$ cat config.mk
export PLATFORM = sky130hd
export DESIGN_NAME = prog_loader
export DESIGN_NICKNAME = d
export VERILOG_FILES = /design/src/rtl/prog_loader.sv
export SDC_FILE = /design/constraint.sdc
export NUM_CORES = 1
export LEC_CHECK = 0
export BUFFER_PORTS_ARGS = -buffer_cell sky130_fd_sc_hd__buf_2
export CAP_MARGIN = 20
export CORE_ASPECT_RATIO = 1.5
export CORE_MARGIN = 2
export CORE_UTILIZATION = 55
export CTS_CLUSTER_SIZE = 14
export DETAILED_ROUTE_END_ITERATION = 8
export PLACE_DENSITY = 0.94
export SYNTH_ARGS = -nofsm -noshare
export SYNTH_HDL_FRONTEND = slang
export SYNTH_SLANG_ARGS = --single-unit
$ cat constraint.sdc
create_clock -name clk -period 4.5 [get_ports clk]
set_input_delay 0.225 -clock clk [delete_from_list [all_inputs] [get_ports clk]]
set_output_delay 0.225 -clock clk [all_outputs]
set_load 0.005 [all_outputs]
$ cat src/rtl/prog_loader.sv
// Switch-and-button program loader: debounces two keys and writes one word per
// press into instruction memory, then freezes the program for the CPU to run.
module prog_loader #(
    parameter int ADDR_W     = 8,
    parameter int DEB_CYCLES = 16
) (
    input  logic              clk,
    input  logic              reset,
    input  logic              key_wr,
    input  logic              key_run,
    input  logic [15:0]       sw_data,
    output logic [ADDR_W-1:0] mem_addr,
    output logic [15:0]       mem_data,
    output logic              mem_we,
    output logic              run,
    output logic [ADDR_W:0]   count,
    output logic              full,
    output logic              ovf,
    output logic [31:0]       disp
);

    localparam int CW = $clog2(DEB_CYCLES + 1);

    typedef enum logic [1:0] {
        LOAD  = 2'd0,
        WRITE = 2'd1,
        RUN   = 2'd2
    } state_e;

    // Index 0 = write key, index 1 = run key.
    logic [1:0]         s1_q, s2_q, lvl_q, lvl_d, arm_q;
    logic [1:0][CW-1:0] cnt_q, cnt_d;
    logic [1:0]         ev;

    state_e            state_q, state_d;
    logic [ADDR_W:0]   count_q, count_d;
    logic [ADDR_W-1:0] addr_q, addr_d;
    logic [15:0]       data_q, data_d;
    logic              ovf_q, ovf_d;
    logic              pend_q, pend_d;
    logic [31:0]       disp_q, disp_d;

    always_comb begin
        for (int k = 0; k < 2; k++) begin
            lvl_d[k] = lvl_q[k];
            cnt_d[k] = '0;
            if (s2_q[k] != lvl_q[k]) begin
                if (cnt_q[k] == CW'(DEB_CYCLES - 1)) lvl_d[k] = s2_q[k];
                else cnt_d[k] = cnt_q[k] + CW'(1);
            end
        end
    end

    // A key only arms once it has been seen released after reset.
    assign ev = arm_q & lvl_q & ~lvl_d;

    always_ff @(posedge clk or negedge reset) begin
        if (!reset) begin
            s1_q  <= 2'b00;
            s2_q  <= 2'b00;
            lvl_q <= 2'b11;
            cnt_q <= '0;
            arm_q <= 2'b00;
        end else begin
            s1_q  <= {key_run, key_wr};
            s2_q  <= s1_q;
            lvl_q <= lvl_d;
            cnt_q <= cnt_d;
            arm_q <= arm_q | s2_q;
        end
    end

    assign full = count_q[ADDR_W];

    always_comb begin
        state_d = state_q;
        count_d = count_q;
        addr_d  = addr_q;
        data_d  = data_q;
        ovf_d   = ovf_q;
        pend_d  = pend_q;
        unique case (state_q)
            LOAD: begin
                if (ev[1] || pend_q) begin
                    pend_d = 1'b0;
                    if (count_q != '0) state_d = RUN;
                end else if (ev[0]) begin
                    if (full) begin
                        ovf_d = 1'b1;
                    end else begin
                        data_d  = sw_data;
                        addr_d  = count_q[ADDR_W-1:0];
                        state_d = WRITE;
                    end
                end
            end
            WRITE: begin
                count_d = count_q + 1'b1;
                state_d = LOAD;
                if (ev[1]) pend_d = 1'b1;
            end
            RUN: begin
                if (ev[1]) begin
                    state_d = LOAD;
                    count_d = '0;
                    ovf_d   = 1'b0;
                end
            end
            default: state_d = LOAD;
        endcase
        disp_d = {state_d == RUN, 3'b000, 12'(count_d), data_d};
    end

    always_ff @(posedge clk or negedge reset) begin
        if (!reset) begin
            state_q <= LOAD;
            count_q <= '0;
            addr_q  <= '0;
            data_q  <= '0;
            ovf_q   <= 1'b0;
            pend_q  <= 1'b0;
            disp_q  <= '0;
        end else begin
            state_q <= state_d;
            count_q <= count_d;
            addr_q  <= addr_d;
            data_q  <= data_d;
            ovf_q   <= ovf_d;
            pend_q  <= pend_d;
            disp_q  <= disp_d;
        end
    end

    assign mem_we   = (state_q == WRITE);
    assign run      = (state_q == RUN);
    assign mem_addr = addr_q;
    assign mem_data = data_q;
    assign count    = count_q;
    assign ovf      = ovf_q;
    assign disp     = disp_q;

endmodule

==> run summary, run 1 <==
WL final - 5393 microns
CTS Hold Buffers Added - 0
Clock Tree Root - clkbuf_8
Main synth FF type - dfrtp_1
DR WL met2 - 2774 microns
slew of the pin with the lowest slew margin - 679.1 ps
nets@finish - 318
leading area contributor after synthesis - dfrtp_1
post-cts resize count - 0
Post-synth EDFFs - 0
vias in the first global route - 1799
DIE AREA - 0.005668 sq mm
vias per inst - 5.455
vias - 1953
Peak supply drop - 179.8 uV
Placement Rows - 31
status - completed
setup TNS - 0 ps
Slew Limit Fails - 0
Pwr per Cell Area - 277.9 mW/mm^2
fill cell count - 359
Area Growth Syn to Fin - 10.41%
WL/cell - 15.06 microns
buffer and inverter count on the worst path - 0
CTS buffer count - 5
footprint of the multi-input gates - 0.001060 sq mm
Die Y - 91.22 microns
top post-synthesis cells by area - dfrtp_1, mux2_4, buf_4, ha_1, o21ai_0
Die Wd - 62.14 microns
Antenna Nets Post-Route - 0
min cycle time layout - 2370 ps
io pins - 89
largest net degree at the start of global routing - 57
layout cell share with drive strength beyond 1 - 41.44%
Crit path max-delay family - simple AND/OR/NAND/NOR gates
Max clock buf depth - 2
cell with the most instances after synthesis - dfrtp_1
Remaining DRCs - 0
CTS H-Tree Depth - 2
CP arrival - 2570 ps
synthesized area - 0.002789 sq mm
Gate Count Post-Synth - 236
Distinct cells, synth - 39
Worst Setup Start Kind - flop
top post-synthesis cells by count - dfrtp_1, buf_4, mux2_4
CTS clk-pin slew, worst paths - 110 ps
Synth top area share - 48.45%
Worst path slowest cell - or4_4
post-CTS setup buffer count - 0
DP HPWL - 3987 microns
critical-path cell list - ha_1, and4b_1, a21o_4, or4_4, mux2_4
Clock Latency Late Sink - 310 ps
worst hold-check path type - in -> async
Congestion Overflow GR - 0
warnings from Yosys - 0
met3 routed WL - 432 microns
clk_skew - 14.05 ps
antenna fix cells - 0
period utilisation layout - 52.67%
max_cap viols - 0
RSZ-0062 raised after global routing - false
crit path kind - reg -> reg
Async SR Flop Fraction - 100.0%
Final Wtd Congestion - 0.7736
initial antenna violation count - 0
Initial Utilization - 57.52%
Slew headroom - 54.73%
First DRT Iteration DRCs - 203
TritonCTS clock tree - yes
DRT met1 WL - 2113 microns
Synth Register Bits - 56
Core Region - 0.004848 sq mm
Max FO, Critical Path - 24
Lkg Pwr - 1.651 nW
CP Data Required Time - 4700 ps
storage element area - 0.001404 sq mm
Final setup violation count - 0
Clock Sink Count - 56
syn_area_per_cell - 11.82 sq um
port buffer count - 82
Max Used Layer - met4
f_max - 0.4219 GHz
Initial DRT Pass Iterations - 4
Largest stage delay, worst path - 720 ps
crit end category - flop
Seq/Total Area, Yosys - 50.34%
Pwr Total - 0.0008557 W
Global Route Usage Sum - 19.22%
first-pass GRT wire length - 8728 microns
Hold Vio Cnt, Final - 0
==> final cells by class <==
cell class	instances	area share, %
clock buffer	6	2.357
clock inverter	2	0.5282
inverter	7	0.8533
multi-input combinational	138	34.42
sequential	56	45.59
tap	66	2.682
timing repair buffer	83	13.57
==> stage by stage <==
| stage | util, % | area [sq um] | std cells | worst slack [ps] | hold slack (ps) |
|---|---|---|---|---|---|
| 4_1_cts | 63.51 | 3079 | 358 | 2128 | 15.98 |
| 6_report | 63.51 | 3079 | 358 | 2130 | 17.36 |
| 3_3_place_gp | 61.68 | 2990 | 350 | 2210 | 333.0 |
| 5_1_grt | 63.51 | 3079 | 358 | 2066 | 5.027 |
| 3_5_place_dp | 61.68 | 2990 | 350 | 2139 | 334.9 |
| 2_1_floorplan | - | 2808 | 241 | 2215 | -70.59 |
==> metal layers <==
layer / up-vias / track usage (%)
met5: - / 0
met4: 0 / 4.815
met3: 15 / 3.717
met2: 110 / 34.60
met1: 940 / 23.62
li1: 888 / -
==> sequential cells by signal, indices dropped and copies added, names as in the netlist <==
register,flops
state_q,2
count,8
ovf,1
disp,3
cnt_q,10
arm_q,2
lvl_q,2
mem_data,15
pend_q,1
mem_addr,8
s1_q,2
s2_q,2
==> logic make-up (layout without fill, tap and decap cells) <==
logic type	after synthesis	count (layout)	synth area share (%)
and+or+nand+nor	60	60	11.35
DFF	56	56	50.34
buffers and inverters	47	98	12.34
AOI/OAI and AO/OA	33	33	7.717
muxes	25	25	12.79
adders and majority gates	7	7	3.140
xor gates and xnor gates	7	7	2.198
other	1	6	0.1345
==> final timing paths <==
| check | slack (ps) | from | endpoint | cells after the start |
|---|---|---|---|---|
| max | 2130 | cnt_q[5] | mem_data[7] | 5 |
| min | 20 | reset | mem_data[5] | 2 |
| max reg2reg | 2130 | cnt_q[5] | mem_data[7] | 5 |
| min reg2reg | 350 | s1_q[1] | s2_q[1] | 0 |
| max in group asynchronous | 4010 | reset | disp[31] | 2 |
| min in group clk | 20 | key_run | s1_q[1] | 1 |
==> power by group <==
| part | internal [W] | switching [W] | leakage [nW] |
|---|---|---|---|
| clock network | 0.000111 | 0.000162 | 0.0414 |
| logic | 0.0000297 | 0.0000266 | 0.896 |
| registers | 0.000516 | 0.0000104 | 0.713 |
==> layout by cell type, fill, tap and decap left out, drive strengths merged, types with 2 or more instances in the layout <==
| cell | count |
|---|---|
| dfstp | 2 |
| conb | 6 |
| o21ai | 12 |
| buf | 83 |
| nor3 | 3 |
| nand4b | 2 |
| clkbuf | 6 |
| and2 | 4 |
| nand2 | 16 |
| ha | 7 |
| xor2 | 6 |
| a31oi | 6 |
| o31ai | 5 |
| or2 | 2 |
| inv | 7 |
| a21oi | 3 |
| dfrtp | 54 |
| and4b | 3 |
| nand4 | 4 |
| nand3 | 6 |
| nor2 | 14 |
| mux2 | 25 |
Power figures use the tool's default switching activity.
==> inputs of run 2 (changes only) <==
- CORE_UTILIZATION: 55 -> 46
- PLACE_DENSITY: 0.94 -> 0.85
- clock period: 4.5 -> 2 ns (I/O delays scaled with it)
==> run 2 against run 1 <==
The run now ends with negative setup slack left; total power grew to 2.5 times the previous value; design area is 6.6% higher; cell count is 5.9% higher; sequential power is 120% higher; first-iteration DRC count is 28% lower; non-clock buffer count is 16 higher; wire length is 2.4% higher; utilization is 7.2 points lower; sequential share of layout area is 2.8 points lower; combinational power grew to 2.5 times the previous value; global-route usage is 2.4 points lower; critical path type unchanged; highest routed layer unchanged.
==> run summary, run 2 (synthesis gave the netlist of run 1 again) <==
Max FO, Critical Path - 24
Lkg Pwr - 1.760 nW
footprint of the multi-input gates - 0.001062 sq mm
Hold Vio Cnt, Final - 0
Initial DRT Pass Iterations - 4
Pwr Total - 0.002176 W
Clock Latency Late Sink - 300 ps
WL/cell - 14.57 microns
nets@finish - 334
slew of the pin with the lowest slew margin - 666.5 ps
Clk pwr share - 39.1%
Core Region - 0.005828 sq mm
Core Util, Final - 56.31%
Final Wtd Congestion - 0.8149
commonest non-fill, non-tap cell in the layout - buf_2
CTS H-Tree Depth - 2
Pwr per Cell Area - 662.9 mW/mm^2
Comb pwr share - 6.5%
CP Data Required Time - 2190 ps
antenna fix cells - 0
CTS clk-pin slew, worst paths - 100 ps
status - finished, violations left
vias - 1991
CP arrival - 2290 ps
post-CTS setup buffer count - 0
fin cells - 379
vias per inst - 5.253
min cycle time layout - 2093 ps
storage element area - 0.001404 sq mm
Remaining DRCs - 0
Sequential Power Share - 54.4%
First DRT Iteration DRCs - 146
worst hold-check path type - in -> reg
Placement Rows - 34
initial antenna violation count - 0
critical-path cell list - ha_2, and4b_1, a21o_4, or4_4, buf_12, mux2_4
fill cell count - 500
Area Growth Syn to Fin - 17.68%
f_max - 0.4779 GHz
Worst path slowest cell - or4_4
DIE AREA - 0.006715 sq mm
port buffer count - 82
max reg flops - 15
Congestion Overflow GR - 0
Antenna Nets Post-Route - 0
Clock Tree Root - clkbuf_8
setup TNS - -1737 ps
vias in the first global route - 1915
Max clock buf depth - 2
Final setup violation count - 24
Global Route Usage Sum - 16.81%
Slew Limit Fails - 0
crit path kind - reg -> reg
clk_skew - 12.90 ps
Sw Ratio - 20.29%
layout cell share with drive strength beyond 1 - 43.97%
max_cap viols - 0
first-pass GRT wire length - 8859 microns
crit end category - flop
DP HPWL - 4071 microns
Final WS setup - -92.61 ps
Initial Utilization - 47.85%
Crit path max-delay family - simple AND/OR/NAND/NOR gates
RSZ-0062 raised after global routing - true
net switching power of the design - 0.0004414 W
largest net degree at the start of global routing - 30
WL final - 5522 microns
period utilisation layout - 104.6%
dpl cells - 369
TritonCTS clock tree - yes
Slew headroom - 55.57%
commonest non-fill, non-tap cells in the layout - buf_2, dfrtp_1, mux2_4
Die Wd - 67.58 microns
Clock Sink Count - 56
CTS buffer count - 5
final instance area - 0.003282 sq mm
Peak supply drop - 413.7 uV
Int Pwr - 0.001734 W
io pins - 89
Die Y - 99.37 microns
Largest stage delay, worst path - 490 ps
Worst Setup Start Kind - flop
placed instance area - 0.003123 sq mm
buffer and inverter count on the worst path - 1
failing checks - negative setup slack
[run 2: changes by cell type in the layout (fill, tap and decap cells not counted)]
cell           change
clkinv_4           -1
dlygate4sd3_1      +3
bufinv_16          +2
buf_4             +11
clkinvlp_4         -1
ha_2               +1
clkbuf_1           -1
ha_1               -1
buf_12             +2
[run 2: per-layer routing]
layer  global-route usage (%)  vias up  wire length (microns)
met3                    3.507       12                    368
li1                         -      919                      -
met1                    19.96      969                   2177
met2                    29.26       91                   2865
met5                        0        -                      0
met4                    5.808        0                    110
[run 2: path summary, 6_finish.rpt]
kind / startpoint / endpoint / slack (ps) / cells past startpoint
hold / removal: sw_data[3] / mem_data[3] / 20 / 2
hold reg to reg: s1_q[1] / s2_q[1] / 360 / 0
setup reg to reg: cnt_q[5] / disp[15] / -90 / 6
setup / recovery: cnt_q[5] / disp[15] / -90 / 6
max in group asynchronous: reset / state_q[1] / 1060 / 3
min in group asynchronous: reset / mem_addr[5] / 360 / 2
[run 2: final cells by class]
type / instances / area share (%)
Inverter: 7 / 0.8006
Timing Repair Buffer: 99 / 17.38
Clock inverter: 2 / 1.830
Tap cell: 72 / 2.745
Sequential cell: 56 / 42.78
Multi-Input combinational cell: 138 / 32.37
Clock buffer: 5 / 2.097
[run 2: per-stage QoR]
step                      setup WS, ps  hold WS, ps
after floorplan                 -238.3       -195.6
after global placement          -58.83        144.6
after detailed placement        -100.0        171.6
after CTS                       -106.8        12.35
after global routing            -138.3        3.552
final                           -92.61        19.92
[run 2: repair_timing]
action,CTS,global route
endpoints found under the setup margin,24,24
gates cloned,0,0
endpoints found under the hold margin,27,0
gates resized for setup,0,0
hold buffers,3,0
[run 2: power by group through the flow]
| stage | clock [W] | combinational (W) | sequential (W) |
|---|---|---|---|
| floorplan | 0 | 0.0000784 | 0.00121 |
| CTS | 0.000874 | 0.000147 | 0.00118 |
| global placement | 0 | 0.000135 | 0.00120 |
| finish | 0.000850 | 0.000142 | 0.00118 |
| global route | 0.000914 | 0.000163 | 0.00119 |
| detailed placement | 0 | 0.000142 | 0.00121 |
==> inputs of run 3 (changes only) <==
- CELL_PAD_IN_SITES_DETAIL_PLACEMENT: not set -> 0
- CELL_PAD_IN_SITES_GLOBAL_PLACEMENT: not set -> 2
- CORE_UTILIZATION: 46 -> 29
==> run 3 against run 2 <==
The flow still finishes with violations (negative setup slack); largest power group unchanged; combinational power rose by 3%; clock power rose by 24%; critical path type unchanged; total power rose by 9.2%; critical path depth did not move; setup slack got worse by 16 ps; maximum frequency fell by 0.77%; utilization fell by 19 points; wire length rose by 5.4%.
==> run summary, run 3 (synthesis gave the netlist of run 1 again) <==
Remaining DRCs - 0
setup TNS - -2309 ps
Slew headroom - 51.84%
final instance area - 0.003463 sq mm
first-pass GRT wire length - 9349 microns
Final Wtd Congestion - 0.7242
Max FO, Critical Path - 12
CTS buffer count - 5
min cycle time layout - 2109 ps
nets@finish - 343
DIE AREA - 0.01043 sq mm
Area Growth Syn to Fin - 24.18%
f_max - 0.4742 GHz
Clock Tree Root - clkbuf_16
placed instance area - 0.003213 sq mm
First DRT Iteration DRCs - 40
Worst Setup EP - mem_data[14]
net switching power of the design - 0.0004725 W
Peak supply drop - 327.9 uV
Antenna Nets Post-Route - 0
Clock Sink Count - 56
fill cell count - 897
Final setup violation count - 24
vias per inst - 4.604
port buffer count - 82
TritonCTS clock tree - yes
Slew Limit Fails - 0
slew of the pin with the lowest slew margin - 722.4 ps
vias - 1975
Initial Utilization - 29.96%
WL final - 5818 microns
CTS clk-pin slew, worst paths - 70 ps
initial antenna violation count - 0
Sw Ratio - 19.89%
layout cell share with drive strength beyond 1 - 46.06%
WL/cell - 13.56 microns
Initial DRT Pass Iterations - 4
DP HPWL - 4231 microns
Pwr per Cell Area - 685.8 mW/mm^2
CP arrival - 2290 ps
Worst Setup Start Kind - flop
worst r2r src - cnt_q[6]
CTS H-Tree Depth - 2
Congestion Overflow GR - 0
vias in the first global route - 1915
Pwr Total - 0.002375 W
commonest non-fill, non-tap cells in the layout - buf_2, dfrtp_1, buf_4
r2r setup slk - -110 ps
max reg flops - 15
Sequential Power Share - 49.8%
Max clock buf depth - 2
Int Pwr - 0.001903 W
Global Route Usage Sum - 11.21%
Lkg Pwr - 1.836 nW
antenna fix cells - 0
failing checks - negative setup slack
clk_skew - 8.545 ps
largest net degree at the start of global routing - 57
status - finished, violations left
Core Region - 0.009308 sq mm
FF-to-FF End - mem_data[14]
CP Data Required Time - 2180 ps
RSZ-0062 raised after global routing - true
Clk pwr share - 44.1%
commonest non-fill, non-tap cell in the layout - buf_2
Crit. Startpoint - cnt_q[6]
Comb pwr share - 6.1%
Die Wd - 84.07 microns
Final WS setup - -108.9 ps
max_cap viols - 0
crit end category - flop
Placement Rows - 43
Core Util, Final - 37.21%
Hold Vio Cnt, Final - 0
period utilisation layout - 105.4%
DP Worst Slack - -138.4 ps
Die Y - 124.1 microns
io pins - 89
r2r worst-path depth - 6
worst hold-check path type - in -> reg
crit path kind - reg -> reg
Clock Latency Late Sink - 290 ps
-- run 3: final cells by class --
class / count / area (sq um) / share of cell area (%)
clock buffers: 7 / 152.6 / 4.408
clock inverters: 1 / 30.03 / 0.8671
inverters: 7 / 26.28 / 0.7587
multi-input cells: 138 / 1065 / 30.74
flip-flops and latches: 56 / 1404 / 40.53
well taps: 112 / 140.1 / 4.046
repair buffers: 108 / 645.6 / 18.64
-- run 3: timing repair --
action	4_1_cts	5_1_grt
endpoints found under the setup margin	24	24
hold endpoints to repair	56	0
hold buffers	3	0
gates cloned	1	0
setup buffers	1	0
gates resized for setup	2	0
-- run 3: worst min-delay path by stage --
stage,from,endpoint,depth (start not counted)
6_report,sw_data[9],mem_data[9],2
4_1_cts,sw_data[9],mem_data[9],2
3_5_place_dp,key_run,s1_q[1],1
2_1_floorplan,reset,arm_q[0],0
5_1_grt,sw_data[9],mem_data[9],2
3_3_place_gp,key_wr,s1_q[0],1
-- run 3: per-stage QoR --
stage	instances	hold WS, ps
after floorplan	241	-195.6
after CTS	429	27.55
after detailed placement	416	211.3
final	429	33.76
after global placement	416	208.8
after global routing	429	24.30
-- run 3: power by group through the flow --
stage	registers (W)	logic, W	clock network [W]
floorplan	0.00121	0.0000784	0
global placement	0.00120	0.000140	0
detailed placement	0.00120	0.000143	0
CTS	0.00118	0.000150	0.00109
global route	0.00119	0.000164	0.00113
finish	0.00118	0.000146	0.00105
-- run 3: routing by layer --
layer | routed length, microns | vias to the layer above | global-route usage (%) | part of all wire, %
met5 | 0 | - | 0 | 0
met3 | 363 | 7 | 2.518 | 6.2
li1 | - | 933 | - | -
met1 | 2349 | 967 | 12.52 | 40
met2 | 3034 | 68 | 20.73 | 52
met4 | 70 | 0 | 4.133 | 1.2
-- run 3: critical path: stages, from the launching register on --
cell	delay, ps
dfrtp_1	390
ha_2	190
and4b_1	190
a21o_4	200
or4_4	540
buf_12	190
mux2_4	300
